<file path="config.mk">
export PLATFORM = sky130hd
export DESIGN_NAME = aud_trace_packer
export DESIGN_NICKNAME = d
export VERILOG_FILES = /design/src/rtl/aud_trace_packer.sv
export SDC_FILE = /design/constraint.sdc
export NUM_CORES = 1
export LEC_CHECK = 0
export CAP_MARGIN = 30
export CELL_PAD_IN_SITES_DETAIL_PLACEMENT = 0
export CELL_PAD_IN_SITES_GLOBAL_PLACEMENT = 1
export CORE_UTILIZATION = 45
export CTS_CLUSTER_DIAMETER = 80
export CTS_CLUSTER_SIZE = 12
export DETAILED_ROUTE_END_ITERATION = 8
export HOLD_SLACK_MARGIN = 0.05
export PLACE_DENSITY_LB_ADDON = 0.1
export REMOVE_ABC_BUFFERS = 1
export SETUP_SLACK_MARGIN = 0.15
export SYNTH_ARGS = -nofsm -noshare
export SYNTH_HDL_FRONTEND = slang
export SYNTH_SLANG_ARGS = --single-unit
export TNS_END_PERCENT = 30
</file>
<file path="constraint.sdc">
create_clock -name clk -period 5.2 [get_ports clk]
set_input_delay 1.56 -clock clk [delete_from_list [all_inputs] [get_ports clk]]
set_output_delay 1.56 -clock clk [all_outputs]
set_load 0.005 [all_outputs]
</file>
<file path="src/rtl/aud_trace_packer.sv">
// AUD branch-trace packer: synchronises the receiver's oe strobe, queues trace entries and
// serialises them as byte frames. Optional timestamp field: define AUD_PKT_TIMESTAMP_EN.
module aud_trace_packer #(
    parameter int FIFO_AW = 4,
    parameter int OVF_W   = 16
) (
    input  logic               clk,
    input  logic               rst,
    input  logic [31:0]        br_addr,
    input  logic               addr_valid,
    input  logic               oe,
    input  logic               buserror,
    output logic [7:0]         tx_data,
    output logic               tx_valid,
    input  logic               tx_ready,
    output logic [FIFO_AW:0]   fifo_level,
    output logic [OVF_W-1:0]   ovf_cnt
);

    localparam int DEPTH = 1 << FIFO_AW;
    localparam logic [FIFO_AW:0] LEVEL_FULL = (FIFO_AW+1)'(DEPTH);

`ifdef AUD_PKT_TIMESTAMP_EN
    localparam int   ENTRY_W = 51;
    localparam logic TS_BIT  = 1'b1;
`else
    localparam int   ENTRY_W = 35;
    localparam logic TS_BIT  = 1'b0;
`endif

    typedef enum logic [2:0] {IDLE, HDR, A0, A1, A2, A3, T0, T1} state_t;

    // ---------------- synchronisers ----------------
    logic oe_s1, oe_s2, oe_s3;
    logic be_s1, be_s2;
    logic push;

    always_ff @(posedge clk or posedge rst) begin
        if (rst) begin
            oe_s1 <= 1'b0;
            oe_s2 <= 1'b0;
            oe_s3 <= 1'b0;
            be_s1 <= 1'b0;
            be_s2 <= 1'b0;
        end else begin
            oe_s1 <= oe;
            oe_s2 <= oe_s1;
            oe_s3 <= oe_s2;
            be_s1 <= buserror;
            be_s2 <= be_s1;
        end
    end

    assign push = oe_s2 & ~oe_s3;

`ifdef AUD_PKT_TIMESTAMP_EN
    logic [15:0] ts_cnt;

    always_ff @(posedge clk or posedge rst) begin
        if (rst) ts_cnt <= '0;
        else     ts_cnt <= ts_cnt + 16'd1;
    end
`endif

    // ---------------- entry FIFO ----------------
    logic [ENTRY_W-1:0] mem [DEPTH];
    logic [FIFO_AW-1:0] wr_ptr, rd_ptr;
    logic [FIFO_AW:0]   level;
    logic               lost_pending;
    logic [ENTRY_W-1:0] wr_entry, rd_entry;
    logic               pop, wr_en, drop, full;

    assign full  = (level == LEVEL_FULL);
    // A pop in the same cycle frees the slot, so a full FIFO still takes the push.
    assign wr_en = push & (~full | pop);
    assign drop  = push & full & ~pop;

`ifdef AUD_PKT_TIMESTAMP_EN
    assign wr_entry = {ts_cnt, lost_pending, be_s2, addr_valid, br_addr};
`else
    assign wr_entry = {lost_pending, be_s2, addr_valid, br_addr};
`endif
    assign rd_entry = mem[rd_ptr];

    always_ff @(posedge clk) begin
        if (wr_en) mem[wr_ptr] <= wr_entry;
    end

    always_ff @(posedge clk or posedge rst) begin
        if (rst) begin
            wr_ptr       <= '0;
            rd_ptr       <= '0;
            level        <= '0;
            lost_pending <= 1'b0;
            ovf_cnt      <= '0;
        end else begin
            if (wr_en) wr_ptr <= wr_ptr + FIFO_AW'(1);
            if (pop)   rd_ptr <= rd_ptr + FIFO_AW'(1);
            case ({wr_en, pop})
                2'b10:   level <= level + (FIFO_AW+1)'(1);
                2'b01:   level <= level - (FIFO_AW+1)'(1);
                default: level <= level;
            endcase
            if (drop) begin
                lost_pending <= 1'b1;
                if (ovf_cnt != '1) ovf_cnt <= ovf_cnt + OVF_W'(1);
            end else if (wr_en) begin
                lost_pending <= 1'b0;
            end
        end
    end

    assign fifo_level = level;

    // ---------------- serializer ----------------
    state_t             state, next_state;
    logic [ENTRY_W-1:0] shreg;
    logic               frame_done;

    always_ff @(posedge clk or posedge rst) begin
        if (rst) begin
            state <= IDLE;
            shreg <= '0;
        end else begin
            state <= next_state;
            if (pop) shreg <= rd_entry;
        end
    end

    always_comb begin
        next_state = state;
        pop        = 1'b0;
        tx_valid   = 1'b0;
        tx_data    = '0;
        frame_done = 1'b0;
        case (state)
            IDLE: begin
                if (level != '0) begin
                    pop        = 1'b1;
                    next_state = HDR;
                end
            end
            HDR: begin
                tx_valid = 1'b1;
                tx_data  = {4'b1010, TS_BIT, shreg[33], shreg[34], shreg[32]};
                if (tx_ready) next_state = A0;
            end
            A0: begin
                tx_valid = 1'b1;
                tx_data  = shreg[7:0];
                if (tx_ready) next_state = A1;
            end
            A1: begin
                tx_valid = 1'b1;
                tx_data  = shreg[15:8];
                if (tx_ready) next_state = A2;
            end
            A2: begin
                tx_valid = 1'b1;
                tx_data  = shreg[23:16];
                if (tx_ready) next_state = A3;
            end
            A3: begin
                tx_valid = 1'b1;
                tx_data  = shreg[31:24];
`ifdef AUD_PKT_TIMESTAMP_EN
                if (tx_ready) next_state = T0;
`else
                if (tx_ready) frame_done = 1'b1;
`endif
            end
`ifdef AUD_PKT_TIMESTAMP_EN
            T0: begin
                tx_valid = 1'b1;
                tx_data  = shreg[42:35];
                if (tx_ready) next_state = T1;
            end
            T1: begin
                tx_valid = 1'b1;
                tx_data  = shreg[50:43];
                if (tx_ready) frame_done = 1'b1;
            end
`endif
            default: next_state = IDLE;
        endcase
        // Last byte accepted: reload straight into HDR when more entries wait.
        if (frame_done) begin
            if (level != '0) begin
                pop        = 1'b1;
                next_state = HDR;
            end else begin
                next_state = IDLE;
            end
        end
    end

endmodule

</file>
# Yosys cells after proc, flatten, opt, wreduce, memory -nomap -nowiden
# Memories as Yosys holds them, arrays and structs flattened. A register that Yosys moved wholly into a read port is not among the register bits.
# Index checks and enable logic that the tools add are counted.
classes:
  add_sub_neg: 5
  n_eq_ne: 15
  muxes: 21
  bitwise: 8
  reduce_logical: 7
op_table:
  columns: ["op", "n"]
  rows:
  - ["$pmux W8 S5", 1]
  - ["$mux W3", 6]
  - ["$pmux W3 S6", 1]
  - ["$add A16 B1 Y16 const B", 1]
  - ["$ne A16 B16 Y1 const B", 1]
  - ["$ne A3 B3 Y1 const B", 5]
  - ["$mux W1", 12]
  - ["$pmux W5 S2", 1]
  - ["$add A4 B1 Y4 const B", 2]
  - ["$eq A3 B2 Y1 const B", 2]
  - ["$eq A3 B3 Y1 const B", 2]
  - ["$reduce_and A6 Y1", 1]
  - ["$add A5 B1 Y5 const B", 1]
  - ["$eq A5 B5 Y1 const B", 1]
  - ["$reduce_bool A5 Y1", 1]
  - ["$reduce_or A5 Y1", 1]
  - ["$sub A5 B1 Y5 const B", 1]
  - ["$and A1 B1 Y1", 4]
  - ["$reduce_bool A2 Y1", 2]
  - ["$eq A3 B1 Y1 const B", 1]
  - ["$logic_not A3 Y1", 1]
  - ["$not A1 Y1", 3]
  - ["$eq A2 B1 Y1 const B", 1]
  - ["$eq A2 B2 Y1 const B", 1]
  - ["3 further kinds", 3]
word_totals:
  ff_bits: 38
  ram_bits: 560
  in_bits: 38
  wordCells: 68
  memories: 1
memory_table:
  columns: ["name", "depth", "word_bits", "rd", "rd_clocked_by_memory_dff", "wr", "line_no", "rtl"]
  rows:
  - ["mem", 16, 35, 1, 1, 1, "66", "logic [ENTRY_W-1:0] mem [DEPTH];"]

# Longest topological paths before layout
# Gate-level depths: netlist of the first run.
logic_depth:
  ltp_word: 9
  depth_mapped: 11

# Least setup slack after synthesis of the first run
# OpenSTA, ideal clock, no wires.
synth_timing:
  path_type: "input-to-reg"
  startpoint: "in tx_ready"
  endpoint: "mem mem[3][0] (enable)"
  arrival_time_ns: 4.880
  required_ns: 4.729
  setup_slack_ns: -0.150
  stages: 5
  path_buffers: 0
  path_cell_list: "and4b_1 nor4_4 nor2_1 nand2_1 nor3_1"
synth_via:
  elab_chain_len: 7
synth_lines:
  columns: ["element", "line_no", "rtl"]
  rows:
  - ["start, declared", "15", "input logic tx_ready,"]
  - ["$mux W1", "169", "if (tx_ready) frame_done = 1'b1;"]
  - ["$mux W1", "136", "case (state)"]
  - ["$mux W1", "187", "if (frame_done) begin"]
  - ["$or A1 B1 Y1", "75", "assign wr_en = push & (~full | pop);"]
  - ["$and A1 B1 Y1", "75", null]
  - ["$mux W1", "86", "if (wr_en) mem[wr_ptr] <= wr_entry;"]
  - ["$mux W1 (not written as such)", "86", null]
  - ["end, declared", "66", null]
# No other way between the ends.

# Final worst setup path of the first run
layout_timing:
  startpoint: "reg state[2]"
  endpoint: "out tx_data[3]"
layout_via:
  elab_chain_len: 2
  word_cells_on_any_way: 6
  cone_classes: "eq/ne (5); mux (1)"
layout_lines:
  columns: ["element", "line_no", "rtl"]
  rows:
  - ["start, declared", "116", "state_t state, next_state;"]
  - ["start signal, assigned", "125", "state <= next_state;"]
  - ["$eq A3 B3 Y1 (tied with other cells)", "136", null]
  - ["$pmux W8 S5 *", "136", null]
  - ["end, declared", "13", "output logic [7:0] tx_data,"]
# Every way passes the cells marked *; elsewhere a longest branch is shown, timed or not.

==> impl_metrics.ini, run 1 <==
[global_routing]
grt_use_met3_pct = 3.05
grtUsageMet1_pct = 32.7
top_usage_layer = met1
antenna_found_initial = 1
grt_overflow = 0
met2_usage_pct = 28.1
grt_pass1_wl_um = 81000
grtUsageTotal_pct = 20.1
grt_max_degree = 56
grt_pass1_vias = 11743

[die]
start_util_pct = 45.5
coreArea_um2 = 53800
fp.dieArea_um2 = 55400
dieHeight_um = 235
rows = 85
io_pins = 68
die_x_um = 235

[logic_synthesis]
async_flop_share_pct = 11.5
ys_seq_elements = 633
synthDominantCellAreaShare_pct = 68.6
synth_edf_count = 560
netlist_area_um2 = 24500
synthDistinctLibCells = 49
netlist_instances = 1177
synth-main-ff-cell = edfxtp_1
yosysSeqAreaShare_pct = 76.1
synth_top_area_cell = edfxtp_1
yosysWarningCount = 0
syn_area_per_cell_um2 = 20.8
synth_area_leaders = edfxtp_1 (69%), mux4_2 (13%), dfrtp_1 (7.5%), mux2i_1 (3.1%), o221ai_1 (1.3%)

[place]
dp_worst_setup_slack_ps = 781
hpwl_um = 33100
io_buffers = 67
gp_congestion = 0.744
placed_cells = 1914

[routing]
drc_errors = 0
drt_iter0_markers = 1137
first_pass_iters = 7
wl_per_cell_um = 26.8
antenna_left = 0
postRouteWirelength_um = 54300
viasPerCell = 5.75
vias = 11638

[timing]
worstMarginPinSlew_ps = 943
finalHoldViolCount = 0
fin_crit_ps = 4500
fmax_mhz = 222
fin_hold_ws_ps = 354
timing.final.crit_share_pct = 86.4
timing.slew.headroom_pct = 37.1
fin_ws_ps = 705
final.setup_skew_ps = 16.6
setup_viol = 0
rsz0062_at_grt = false
slew_violations = 0

[finish]
stdcell_count = 2024
multiInputGateArea_um2 = 5690
fin_util_pct = 52.2
seq_area_um2 = 18700
n_antenna_cell = 0
layout_commonest_cell = edfxtp_1
drive_above_1_share_pct = 20.9
layout_common_cells = edfxtp_1 (560), mux4_2 (140), mux2i_1 (75), dfrtp_1 (70), clkdlybuf4s50_1 (67)
area_growth_pct = 14.7
num-nets-final = 1325
fill_cells = 4260

[clock_network]
insertion_delay_ps = 620
cts_setup_buffers = 0
clk_pin_slew_worst_paths_ps = 60
h-tree-depth = 2
cts_sinks = 633
numCtsBuffers = 59
cts_tree = yes
cts_buffer_depth = 3
ctsHoldBuffers = 0
cts.repair.resized = 0
root_buffer = clkbuf_16

[job]
maxCapViolations = 0

[power]
power.internal_mw = 10.0
power_frac_seq_pct = 45.1
pwr-share-clk_pct = 27.8
p_leak_nw = 9.15
fin_total_pwr_mw = 14.5
p_sw_mw = 4.43
comb_power_share_pct = 27.1
p_per_area_nw_per_um2 = 515
power.share.switching_pct = 30.6
ir_drop_mv = 0.405

[critical_path]
endpoint_kind = output port
crit_fanout = 15
path_cells = inv_1 -> nor2_1 -> buf_4 -> o211ai_1 -> o21ai_0 -> clkdlybuf4s50_1
start_kind = flop
critical_path_class = flop to output port
worstPathRequired_ps = 3640
worst_path_max_delay_cell = dfrtp_1
crit_arrival_ps = 2940
cpPeakStageDelay_ps = 690

[worst_hold_path]
min-delay-path-class = flop to flop

[status]
outcome = finished clean
## power by group through the flow
stage / clock, mW / sequential (mW) / combinational (mW)
3_3_place_gp: 0 / 6.63 / 3.97
4_1_cts: 4.13 / 6.54 / 4.00
6_report: 4.02 / 6.52 / 3.93
3_5_place_dp: 0 / 6.64 / 3.99
5_1_grt: 4.32 / 6.59 / 4.24
2_1_floorplan: 0 / 6.76 / 2.65
## final timing paths
path / startpoint / to / slack [ps] / depth (start not counted)
max: state[2] / tx_data[3] / 700 / 6
min: oe_s1 / oe_s2 / 350 / 0
max reg2reg: state[2] / mem[3][8] / 2140 / 6
min reg2reg: oe_s1 / oe_s2 / 350 / 0
max in group asynchronous: rst / shreg[11] / 3110 / 3
min in group asynchronous: rst / oe_s2 / 1260 / 2
## stage by stage
step	cell area, um2	setup TNS, ps
2_1_floorplan	24200	-67160
3_3_place_gp	26400	0
3_5_place_dp	26400	0
4_1_cts	28100	0
5_1_grt	28100	0
6_report	28100	0
## critical path, delay by kind of cell, from the launching register on
family	cells	cell delay, ps
buffers and inverters	3	1110
DFF	1	690
AOI/OAI and AO/OA	2	370
and+or+nand+nor	1	160
## flip-flops by register name, indices dropped and copies added, names as in the netlist
signal	count
fifo_level	5
oe_s2	1
oe_s1	1
ovf_cnt	16
be_s2	1
rd_ptr	4
wr_ptr	4
mem	560
be_s1	1
shreg	35
lost_pending	1
state	3
oe_s3	1
## cell families after synthesis
group / share of synthesized area [%]
and+or+nand+nor: 2.86
DFF: 76.1
xor gates and xnor gates: 0.822
adders and majority gates: 0.408
muxes: 16.1
AOI/OAI and AO/OA: 2.53
buffers and inverters: 1.25
## layer usage
metal / routed length, um / vias up
li1: - / 5055
met1: 27000 / 6221
met2: 23400 / 290
met3: 2730 / 72
met4: 1080 / 0
met5: 0 / -
## synthesized netlist by cell type, types with 2 or more instances
cell / instances
nand3_1: 9
nor3_2: 5
nor2b_1: 2
nor3_1: 10
ha_1: 8
o21ai_0: 10
and3_1: 5
nor4_2: 2
o221ai_1: 35
a31oi_1: 3
xnor2_1: 8
clkbuf_1: 28
buf_2: 25
edfxtp_1: 560
nor2_1: 34
mux2i_1: 75
xor2_1: 15
dfrtp_1: 73
nand2_1: 57
a21oi_1: 14
mux4_2: 140
mux2_2: 2
a221oi_1: 7
buf_1: 7
inv_1: 10
nor4_1: 2
nand2b_1: 5
nand4_1: 5
## area by class of cell
class / count / share of cell area, %
clock buffers: 105 / 5.94
clock inverters: 5 / 0.249
inverters: 10 / 0.138
multi-input cells: 473 / 20.2
flip-flops and latches: 633 / 66.4
well taps: 696 / 3.10
repair buffers: 102 / 3.99
Note: power is estimated with default switching activity, not from simulation.
==> run 2: changes to the inputs <==
Settings changed: SETUP_SLACK_MARGIN 0.15 to 0.4, TNS_END_PERCENT 30 to 20.
==> results of run 2 <==
Final layout, timing and power as in run 1 (identical DEF).
==> run 3: changes to the inputs <==
--- a/config.mk
+++ b/config.mk
@@ -11,5 +11,5 @@
 export CORE_UTILIZATION = 45
 export CTS_CLUSTER_DIAMETER = 80
-export CTS_CLUSTER_SIZE = 12
+export CTS_CLUSTER_SIZE = 25
 export DETAILED_ROUTE_END_ITERATION = 8
 export HOLD_SLACK_MARGIN = 0.05
==> constraint.sdc (replaced) <==
create_clock -name clk -period 5.2 [get_ports clk]
set_input_delay 0.52 -clock clk [delete_from_list [all_inputs] [get_ports clk]]
set_output_delay 0.52 -clock clk [all_outputs]
set_load 0.005 [all_outputs]
==> impl_metrics.ini, run 3 (synthesis gave the netlist of run 1 again) <==
[status]
outcome = finished clean

[timing]
rsz0062_at_grt = false
finalHoldViolCount = 0
fmax_mhz = 257
timing.slew.headroom_pct = 38.2
setup_viol = 0
setup_tns_ps = 0
fin_ws_ps = 1310
final.setup_skew_ps = 22.1
fin_crit_ps = 3890
slew_violations = 0
fin_hold_ws_ps = 363
worstMarginPinSlew_ps = 925
timing.final.crit_share_pct = 74.7

[power]
ir_drop_mv = 0.247
p_per_area_nw_per_um2 = 496
p_leak_nw = 8.83

[worst_hold_path]
min-delay-path-class = flop to flop
min_delay_worst_endpoint = oe_s2
hold_depth = 0
min_from = oe_s1

[die]
start_util_pct = 45.5
io_pins = 68
fp.dieArea_um2 = 55400
die_x_um = 235
rows = 85
coreArea_um2 = 53800
dieHeight_um = 235

[critical_path]
crit_arrival_ps = 4170
worstPathRequired_ps = 5480
endpoint_kind = flop
timing.rr.start = state[0]
path_cells = and4b_1 -> nor4_4 -> nor2_1 -> nand2_1 -> nor2_4 -> buf_4
cpPeakStageDelay_ps = 890
worst_path_max_delay_cell = dfrtp_1
r2r_slack_ps = 1310
start_kind = flop
r2r_cells = 6
crit_fanout = 27
r2r_end = mem[6][22]
critical_path_class = flop to flop

[global_routing]
grt_pass1_wl_um = 82400
grtUsageTotal_pct = 20.7
grt_pass1_vias = 11743
grt_overflow = 0
grt_max_degree = 56
antenna_found_initial = 2

[routing]
antenna_left = 0
first_pass_iters = 5
vias = 11448
postRouteWirelength_um = 55900
viasPerCell = 5.81
wl_per_cell_um = 28.4
drt_iter0_markers = 1058
drc_errors = 0

[clock_network]
clk_pin_slew_worst_paths_ps = 90
cts_buffer_depth = 3
root_buffer = clkbuf_16
cts.repair.resized = 0
ctsHoldBuffers = 0
cts_setup_buffers = 0
insertion_delay_ps = 580
cts_tree = yes
numCtsBuffers = 35
cts_sinks = 633
h-tree-depth = 2

[finish]
layout_common_cells = edfxtp_1 (560), mux4_2 (140), mux2i_1 (75), dfrtp_1 (70), clkdlybuf4s50_1 (67)
reg_top3 = mem: 560 flops, shreg: 35 flops, ovf_cnt: 16 flops
largest_register_ffs = 560
area_growth_pct = 11.5
top_register = mem
layout_commonest_cell = edfxtp_1
stdcell_count = 1971
num-nets-final = 1297
drive_above_1_share_pct = 20.3

[place]
placed_cells = 1910
gp_congestion = 0.779
io_buffers = 67
hpwl_um = 34300
dp_worst_setup_slack_ps = 1200

[job]
maxCapViolations = 0
## run 3: cell types whose count changed in the layout (fill, tap and decap cells not counted), sizes merged
| cell | delta |
|---|---|
| buf | -4 |
| clkbuf | -57 |
| clkinv | +6 |
| clkinvlp | -2 |
| diode | +1 |
| inv | +3 |
## run 3: worst max path at each step
stage | startpoint | to | slack, ps | cells past startpoint
3_3_place_gp | tx_ready | mem[6][22] | 1260 | 7
2_1_floorplan | rd_ptr[0] | shreg[32] | -1350 | 3
6_report | state[0] | mem[6][22] | 1310 | 6
3_5_place_dp | tx_ready | mem[6][22] | 1200 | 7
5_1_grt | state[0] | mem[6][6] | 1110 | 6
4_1_cts | state[0] | mem[6][6] | 1320 | 6
## run 3: power by group
part           switching [mW]  internal, mW  total (mW)
Combinational            2.11          1.84        3.95
Clock                    1.65          1.42        3.07
Sequential              0.554          5.99        6.54
Total                    4.32          9.24        13.6
## run 3: per-stage QoR
| stage | utilization (%) | total power [mW] | instance area [um2] |
|---|---|---|---|
| floorplan | - | 9.41 | 24200 |
| global placement | 48.7 | 10.7 | 26200 |
| detailed placement | 48.7 | 10.7 | 26200 |
| CTS | 50.8 | 13.7 | 27300 |
| global route | 50.8 | 14.2 | 27300 |
| finish | 50.8 | 13.6 | 27300 |
## run 3: layer usage
metal | vias to the layer above | share of wire (%) | track usage, %
met5 | - | 0.014 | 0
met2 | 227 | 48 | 32.7
li1 | 4980 | - | -
met3 | 53 | 4.2 | 3.17
met1 | 6186 | 46 | 30.7
met4 | 2 | 1.5 | 4.22
## run 3: worst max-delay path: cells and delay by family, from the launching register on
family / cells / cell delay, ps
and+or+nand+nor: 5 / 2370
buffers and inverters: 1 / 320
DFF: 1 / 890
## run 3: final cells by class
class / count / area [um2]
tap: 696 / 871
antenna: 1 / 2.50
clock inverter: 12 / 140
timing repair buffer: 98 / 961
sequential: 633 / 18700
multi-input combinational: 473 / 5690
inverter: 10 / 38.8
fill: 4338 / 26500
clock buffer: 48 / 977
